**src/rtl/ysyx_22040759_div.sv**
```systemverilog
// Multi-cycle restoring divider for RV64M div/divu/rem/remu and the W variants.
// Quotient and remainder are returned together after N+1 cycles (N = 64 or 32).
module ysyx_22040759_div #(
    parameter int WIDTH = 64
) (
    input  logic             clk,
    input  logic             rst,
    input  logic             div_valid,
    output logic             div_ready,
    input  logic [WIDTH-1:0] dividend,
    input  logic [WIDTH-1:0] divisor,
    input  logic             div_signed,
    input  logic             div_word,
    input  logic             flush,
    output logic             out_valid,
    input  logic             out_ready,
    output logic [WIDTH-1:0] quotient,
    output logic [WIDTH-1:0] remainder,
    output logic [1:0]       dbg_state_o
);

    // Handshakes: a transfer happens on a rising edge where valid && ready are both
    // high and flush is low; valid never depends on ready, and results hold until taken.
    localparam int W    = WIDTH;
    localparam int HALF = WIDTH / 2;
    localparam int CW   = $clog2(WIDTH) + 1;

    localparam logic [CW-1:0] N_FULL  = CW'(W);
    localparam logic [CW-1:0] N_WORD  = CW'(HALF);
    localparam logic [CW-1:0] CNT_ONE = CW'(1);

    typedef enum logic [1:0] {
        S_IDLE    = 2'd0,
        S_SPECIAL = 2'd1,
        S_CALC    = 2'd2,
        S_DONE    = 2'd3
    } state_e;

    state_e          state_q;
    logic            div_ready_q;
    logic            out_valid_q;
    logic [W-1:0]    quotient_q;
    logic [W-1:0]    remainder_q;
    logic [CW-1:0]   cnt_q;
    logic [W-1:0]    a_raw_q;
    logic [W-1:0]    div_q;
    logic [W-1:0]    rem_q;
    logic [W-1:0]    quo_q;
    logic            word_q;
    logic            dz_q;
    logic            neg_quo_q;
    logic            neg_rem_q;

    logic [W-1:0]    a_ext;
    logic [W-1:0]    b_ext;
    logic [W-1:0]    a_mag;
    logic [W-1:0]    b_mag;
    logic            a_neg;
    logic            b_neg;
    logic            b_zero;
    logic            ovf;

    logic [W:0]      r_shift;
    logic [W:0]      r_sub;
    logic [W-1:0]    rem_step_d;
    logic [W-1:0]    quo_step_d;
    logic [W-1:0]    quo_fix;
    logic [W-1:0]    rem_fix;
    logic [W-1:0]    quo_fin_d;
    logic [W-1:0]    rem_fin_d;
    logic [W-1:0]    a_sx;
    logic [W-1:0]    spec_quo_d;
    logic [W-1:0]    spec_rem_d;

    // Operand preparation straight from the request inputs; only used on the accepting edge.
    always_comb begin
        a_ext = dividend;
        b_ext = divisor;
        if (div_word) begin
            a_ext = div_signed ? {{HALF{dividend[HALF-1]}}, dividend[HALF-1:0]}
                               : {{HALF{1'b0}}, dividend[HALF-1:0]};
            b_ext = div_signed ? {{HALF{divisor[HALF-1]}}, divisor[HALF-1:0]}
                               : {{HALF{1'b0}}, divisor[HALF-1:0]};
        end
        a_neg  = div_signed & a_ext[W-1];
        b_neg  = div_signed & b_ext[W-1];
        a_mag  = a_neg ? -a_ext : a_ext;
        b_mag  = b_neg ? -b_ext : b_ext;
        b_zero = (b_ext == '0);
        ovf    = div_signed & (b_ext == '1) &
                 (div_word ? (dividend[HALF-1:0] == {1'b1, {(HALF-1){1'b0}}})
                           : (dividend == {1'b1, {(W-1){1'b0}}}));
    end

    // One restoring step: shift the next dividend bit in, subtract if it fits.
    always_comb begin
        r_shift = {rem_q, quo_q[W-1]};
        r_sub   = r_shift - {1'b0, div_q};
        if (!r_sub[W]) begin
            rem_step_d = r_sub[W-1:0];
            quo_step_d = {quo_q[W-2:0], 1'b1};
        end else begin
            rem_step_d = r_shift[W-1:0];
            quo_step_d = {quo_q[W-2:0], 1'b0};
        end
        quo_fix   = neg_quo_q ? -quo_step_d : quo_step_d;
        rem_fix   = neg_rem_q ? -rem_step_d : rem_step_d;
        quo_fin_d = word_q ? {{HALF{quo_fix[HALF-1]}}, quo_fix[HALF-1:0]} : quo_fix;
        rem_fin_d = word_q ? {{HALF{rem_fix[HALF-1]}}, rem_fix[HALF-1:0]} : rem_fix;
    end

    // Divide-by-zero and signed overflow both hand back the (width-adjusted) dividend.
    always_comb begin
        a_sx       = word_q ? {{HALF{a_raw_q[HALF-1]}}, a_raw_q[HALF-1:0]} : a_raw_q;
        spec_quo_d = dz_q ? '1 : a_sx;
        spec_rem_d = dz_q ? a_sx : '0;
    end

    always_ff @(posedge clk) begin
        if (rst) begin
            state_q     <= S_IDLE;
            div_ready_q <= 1'b1;
            out_valid_q <= 1'b0;
            quotient_q  <= '0;
            remainder_q <= '0;
            cnt_q       <= '0;
            a_raw_q     <= '0;
            div_q       <= '0;
            rem_q       <= '0;
            quo_q       <= '0;
            word_q      <= 1'b0;
            dz_q        <= 1'b0;
            neg_quo_q   <= 1'b0;
            neg_rem_q   <= 1'b0;
        end else if (flush) begin
            state_q     <= S_IDLE;
            div_ready_q <= 1'b1;
            out_valid_q <= 1'b0;
        end else begin
            case (state_q)
                S_IDLE: begin
                    if (div_valid) begin
                        a_raw_q     <= dividend;
                        word_q      <= div_word;
                        dz_q        <= b_zero;
                        neg_quo_q   <= a_neg ^ b_neg;
                        neg_rem_q   <= a_neg;
                        div_q       <= b_mag;
                        rem_q       <= '0;
                        quo_q       <= div_word ? {a_mag[HALF-1:0], {HALF{1'b0}}} : a_mag;
                        cnt_q       <= div_word ? N_WORD : N_FULL;
                        div_ready_q <= 1'b0;
                        state_q     <= (b_zero || ovf) ? S_SPECIAL : S_CALC;
                    end
                end
                S_SPECIAL: begin
                    quotient_q  <= spec_quo_d;
                    remainder_q <= spec_rem_d;
                    out_valid_q <= 1'b1;
                    state_q     <= S_DONE;
                end
                S_CALC: begin
                    rem_q <= rem_step_d;
                    quo_q <= quo_step_d;
                    cnt_q <= cnt_q - CNT_ONE;
                    if (cnt_q == CNT_ONE) begin
                        quotient_q  <= quo_fin_d;
                        remainder_q <= rem_fin_d;
                        out_valid_q <= 1'b1;
                        state_q     <= S_DONE;
                    end
                end
                S_DONE: begin
                    if (out_ready) begin
                        out_valid_q <= 1'b0;
                        div_ready_q <= 1'b1;
                        state_q     <= S_IDLE;
                    end
                end
                default: begin
                    state_q     <= S_IDLE;
                    div_ready_q <= 1'b1;
                    out_valid_q <= 1'b0;
                end
            endcase
        end
    end

    assign div_ready   = div_ready_q;
    assign out_valid   = out_valid_q;
    assign quotient    = quotient_q;
    assign remainder   = remainder_q;
    assign dbg_state_o = state_q;

endmodule

```
**config.mk**
```make
export PLATFORM = sky130hd
export DESIGN_NAME = ysyx_22040759_div
export DESIGN_NICKNAME = d
export VERILOG_FILES = /design/src/rtl/ysyx_22040759_div.sv
export SDC_FILE = /design/constraint.sdc
export NUM_CORES = 1
export LEC_CHECK = 0
export CAP_MARGIN = 5
export CORE_ASPECT_RATIO = 0.9
export CORE_MARGIN = 2
export CORE_UTILIZATION = 50
export CTS_CLUSTER_DIAMETER = 30
export DETAILED_ROUTE_END_ITERATION = 8
export PLACE_DENSITY = 0.72
export SYNTH_ARGS = -nofsm -noshare
export SYNTH_HDL_FRONTEND = slang
export SYNTH_SLANG_ARGS = --single-unit
```
**constraint.sdc**
```tcl
create_clock -name clk -period 7.4 [get_ports clk]
set_input_delay 0.74 -clock clk [delete_from_list [all_inputs] [get_ports clk]]
set_output_delay 0.74 -clock clk [all_outputs]
set_load 0.005 [all_outputs]
```
==> flow_summary.yaml <==
synthesis:
  synthXorXnorAreaFrac_pct: 7.69
  synth_common_cells: "501 x nand2_1, 484 x nor2_1, 425 x a21oi_1"
  synth_top_cell_area_share_pct: 27.8
  synth_top_family_by_area: "compound AO/OA/AOI/OAI gates"
  syn_area_um2: 28700
  synth_edf_count: 0
  synth.most_common_cell: "nand2_1"
  synth_compound_area_share_pct: 28.1
  synth.net_count: 4259
  synth_area_leaders: "dfxtp_1 28%, a21oi_1 7.4%, nand2_1 6.6%"
  synth_cells: 4049
  synth_fa_ha_area_share_pct: 3.29
  synth-simple-area-share_pct: 26.1
  yosys_most_used_dff: "dfxtp_1"
  yosysWarnings: 0
  synth_cell_types: 102
  synth.avg_cell_area_um2: 7.09
  synthMuxAreaShare_pct: 1.46
  ys_ff_latch: 399
  synthArstFlopShare_pct: 0
  synth_top_area_cell: "dfxtp_1"
  yosysSeqAreaShare_pct: 27.8
clocking:
  ctsResizeCount: 0
  insertion_delay_ns: 0.64
  cts_hold_buf: 0
  cts_tree: "built"
  cts_root_buffer: "clkbuf_16"
  postCtsSetupRepairBufs: 0
  numCtsBuffers: 91
  clockBufferDepth: 3
  numClockSinks: 399
  clk_pin_slew_worst_paths_ns: 0.05
  h-tree-depth: 3
die:
  start_util_pct: 50.4
  core_um2: 56900
  die-height_um: 231
  ioPinCount: 267
  die_w_um: 257
  die-area_um2: 59400
  fp-row-count: 83
setup_path:
  r2r_slack_ns: 0.46
  worst-setup-path-type: "reg -> reg"
  cp-end-kind: "flip-flop"
  arrival_ns: 7.52
  cp_max_fo: 36
  cp_slowest_stage_delay_ns: 0.56
  critPathRequiredTime_ns: 7.98
  worst_path_max_delay_cell: "or4_1"
  rr_worst_depth: 25
  startpoint_type: "flip-flop"
detailed_routing:
  vias: 32200
  route.detailed.drc: 0
  drtPass1Iterations: 6
  viasPerCell: 6.44
  drt_iter0_markers: 4100
  wire_per_inst_um: 23.4
  final_antenna_net_count: 0
  drt_wl_total_um: 117000
pwr:
  p_total_w: 0.00782
  power_frac_comb_pct: 17.4
  pwr-share-clk_pct: 52.8
  p_int_w: 0.00541
  ir_drop_mv: 0.174
  switching_share_pct: 30.8
  power_switching_w: 0.00241
  p_seq_share_pct: 29.9
  pwr_density_cell_nw_per_um2: 225
  p_leak_nw: 12.8
sta:
  hold_viol: 0
  whs_ns: 0.448
  final.setup_skew_ns: 0.0305
  fmax_mhz: 144
  relSlewSlack_pct: 27.8
  finalSetupTns_ns: 0
  finalSetupViolations: 0
  tightest_slew_ns: 1.08
  drv_slew: 0
  fin_crit_sh_pct: 93.8
  min_period_ns: 6.94
  grt_setup_unrepaired: "no"
hold_path:
  hp-class: "reg -> reg"
  min_path_cells: 2
flow_run:
  drv_cap: 0
grt:
  antenna_found_initial: 1
  grt_pass1_wl_um: 175000
  grt_pass1_vias: 28900
  grt_remaining_overflow: 0
  grt_usage_pct: 37.6
  grt_max_degree: 205
layout:
  nFillCells: 5292
  drive_gt1_share_pct: 6.81
  diodes: 0
  areaGrowthSynthToFinish_pct: 21.2
  fin_nets: 4360
  final_util_pct: 61.2
placed_design:
  hpwl_um: 85300
  gp_congestion: 0.997
  port_buffers: 266
outcome:
  status: "finished clean"
-- flip-flops by register name, summed over array words and instances (netlist names) --
register     count
word_q           1
out_valid        1
dbg_state_o      2
neg_rem_q        1
quo_q           64
rem_q           64
div_q           64
quotient        64
dz_q             1
cnt_q            7
a_raw_q         64
remainder       64
div_ready        1
neg_quo_q        1
-- power groups by stage --
stage / registers, W / logic (W) / clock network [W]
2_1_floorplan: 0.00234 / 0.000824 / 0
3_3_place_gp: 0.00237 / 0.00130 / 0
3_5_place_dp: 0.00237 / 0.00130 / 0
4_1_cts: 0.00233 / 0.00131 / 0.00413
5_1_grt: 0.00234 / 0.00145 / 0.00425
6_report: 0.00233 / 0.00136 / 0.00412
-- cell type report --
class	count	area [um^2]	area share, %
tap	765	957	2.75
multi-input combinational	3240	19200	55.3
clock inverter	62	728	2.09
timing repair buffer	313	3040	8.74
sequential	399	7990	23.0
clock buffer	109	2450	7.05
inverter	105	394	1.13
-- per-layer routing --
layer | up-vias | GRT usage, % | share of wire (%)
met3 | 268 | 9.94 | 12
met5 | - | 0 | 0
met4 | 0 | 13.0 | 3.6
li1 | 14900 | - | -
met1 | 15000 | 52.8 | 42
met2 | 1985 | 55.5 | 42
-- path summary, 6_finish.rpt --
kind | to | startpoint
worst min register to register | quotient[43]$_SDFFE_PP0P_ | quotient[43]$_SDFFE_PP0P_
worst max register to register | remainder[60]$_SDFFE_PP0P_ | quo_q[63]$_SDFFE_PP0P_
worst max-delay path | remainder[60]$_SDFFE_PP0P_ | quo_q[63]$_SDFFE_PP0P_
worst min-delay path | quotient[43]$_SDFFE_PP0P_ | quotient[43]$_SDFFE_PP0P_
-- through the flow --
step           instance area [um^2]  setup slack, ns  cells
2_1_floorplan                 28700            0.308   4049
3_3_place_gp                  31600            0.760   4822
3_5_place_dp                  31600            0.659   4822
4_1_cts                       34800            0.628   4993
5_1_grt                       34800           0.0723   4993
6_report                      34800            0.460   4993
-- cells by family after synthesis --
kind of cell / count (synthesis)
and+or+nand+nor: 1620
muxes: 41
buffers and inverters: 410
AOI/OAI and AO/OA: 1252
xor gates and xnor gates: 252
adders and majority gates: 75
DFF: 399
-- layout by cell type, fill, tap and decap left out, drive strengths merged, types with 20 or more instances in the layout --
cell type / synthesis / final
a21oi: 429 / 429
a31oi: 58 / 58
inv: 105 / 113
xor2: 154 / 154
buf: 25 / 49
a221oi: 33 / 33
and2: 29 / 29
or4: 33 / 33
nor4: 54 / 54
o21ai: 226 / 226
nand3: 92 / 92
a21o: 34 / 34
clkinv: 0 / 27
clkdlybuf4s50: 0 / 264
a22o: 23 / 23
a211oi: 130 / 130
or3: 51 / 51
and3: 20 / 20
clkbuf: 280 / 109
nor2b: 23 / 23
o31ai: 62 / 62
nand4: 54 / 54
nand2: 502 / 502
mux2i: 33 / 33
nor2: 485 / 485
ha: 74 / 74
a22oi: 38 / 38
xnor2: 98 / 98
nor3: 185 / 185
o211ai: 38 / 38
nand2b: 35 / 35
dfxtp: 399 / 399
-- worst max-delay path: cells and delay by family (launching register included) --
| family | cells | cell delay (ns) |
|---|---|---|
| adders and majority gates | 3 | 0.85 |
| AOI/OAI and AO/OA | 8 | 2.35 |
| buffers and inverters | 4 | 0.56 |
| DFF | 1 | 0.38 |
| and+or+nand+nor | 10 | 2.72 |
(Power assumes the default switching activity.)
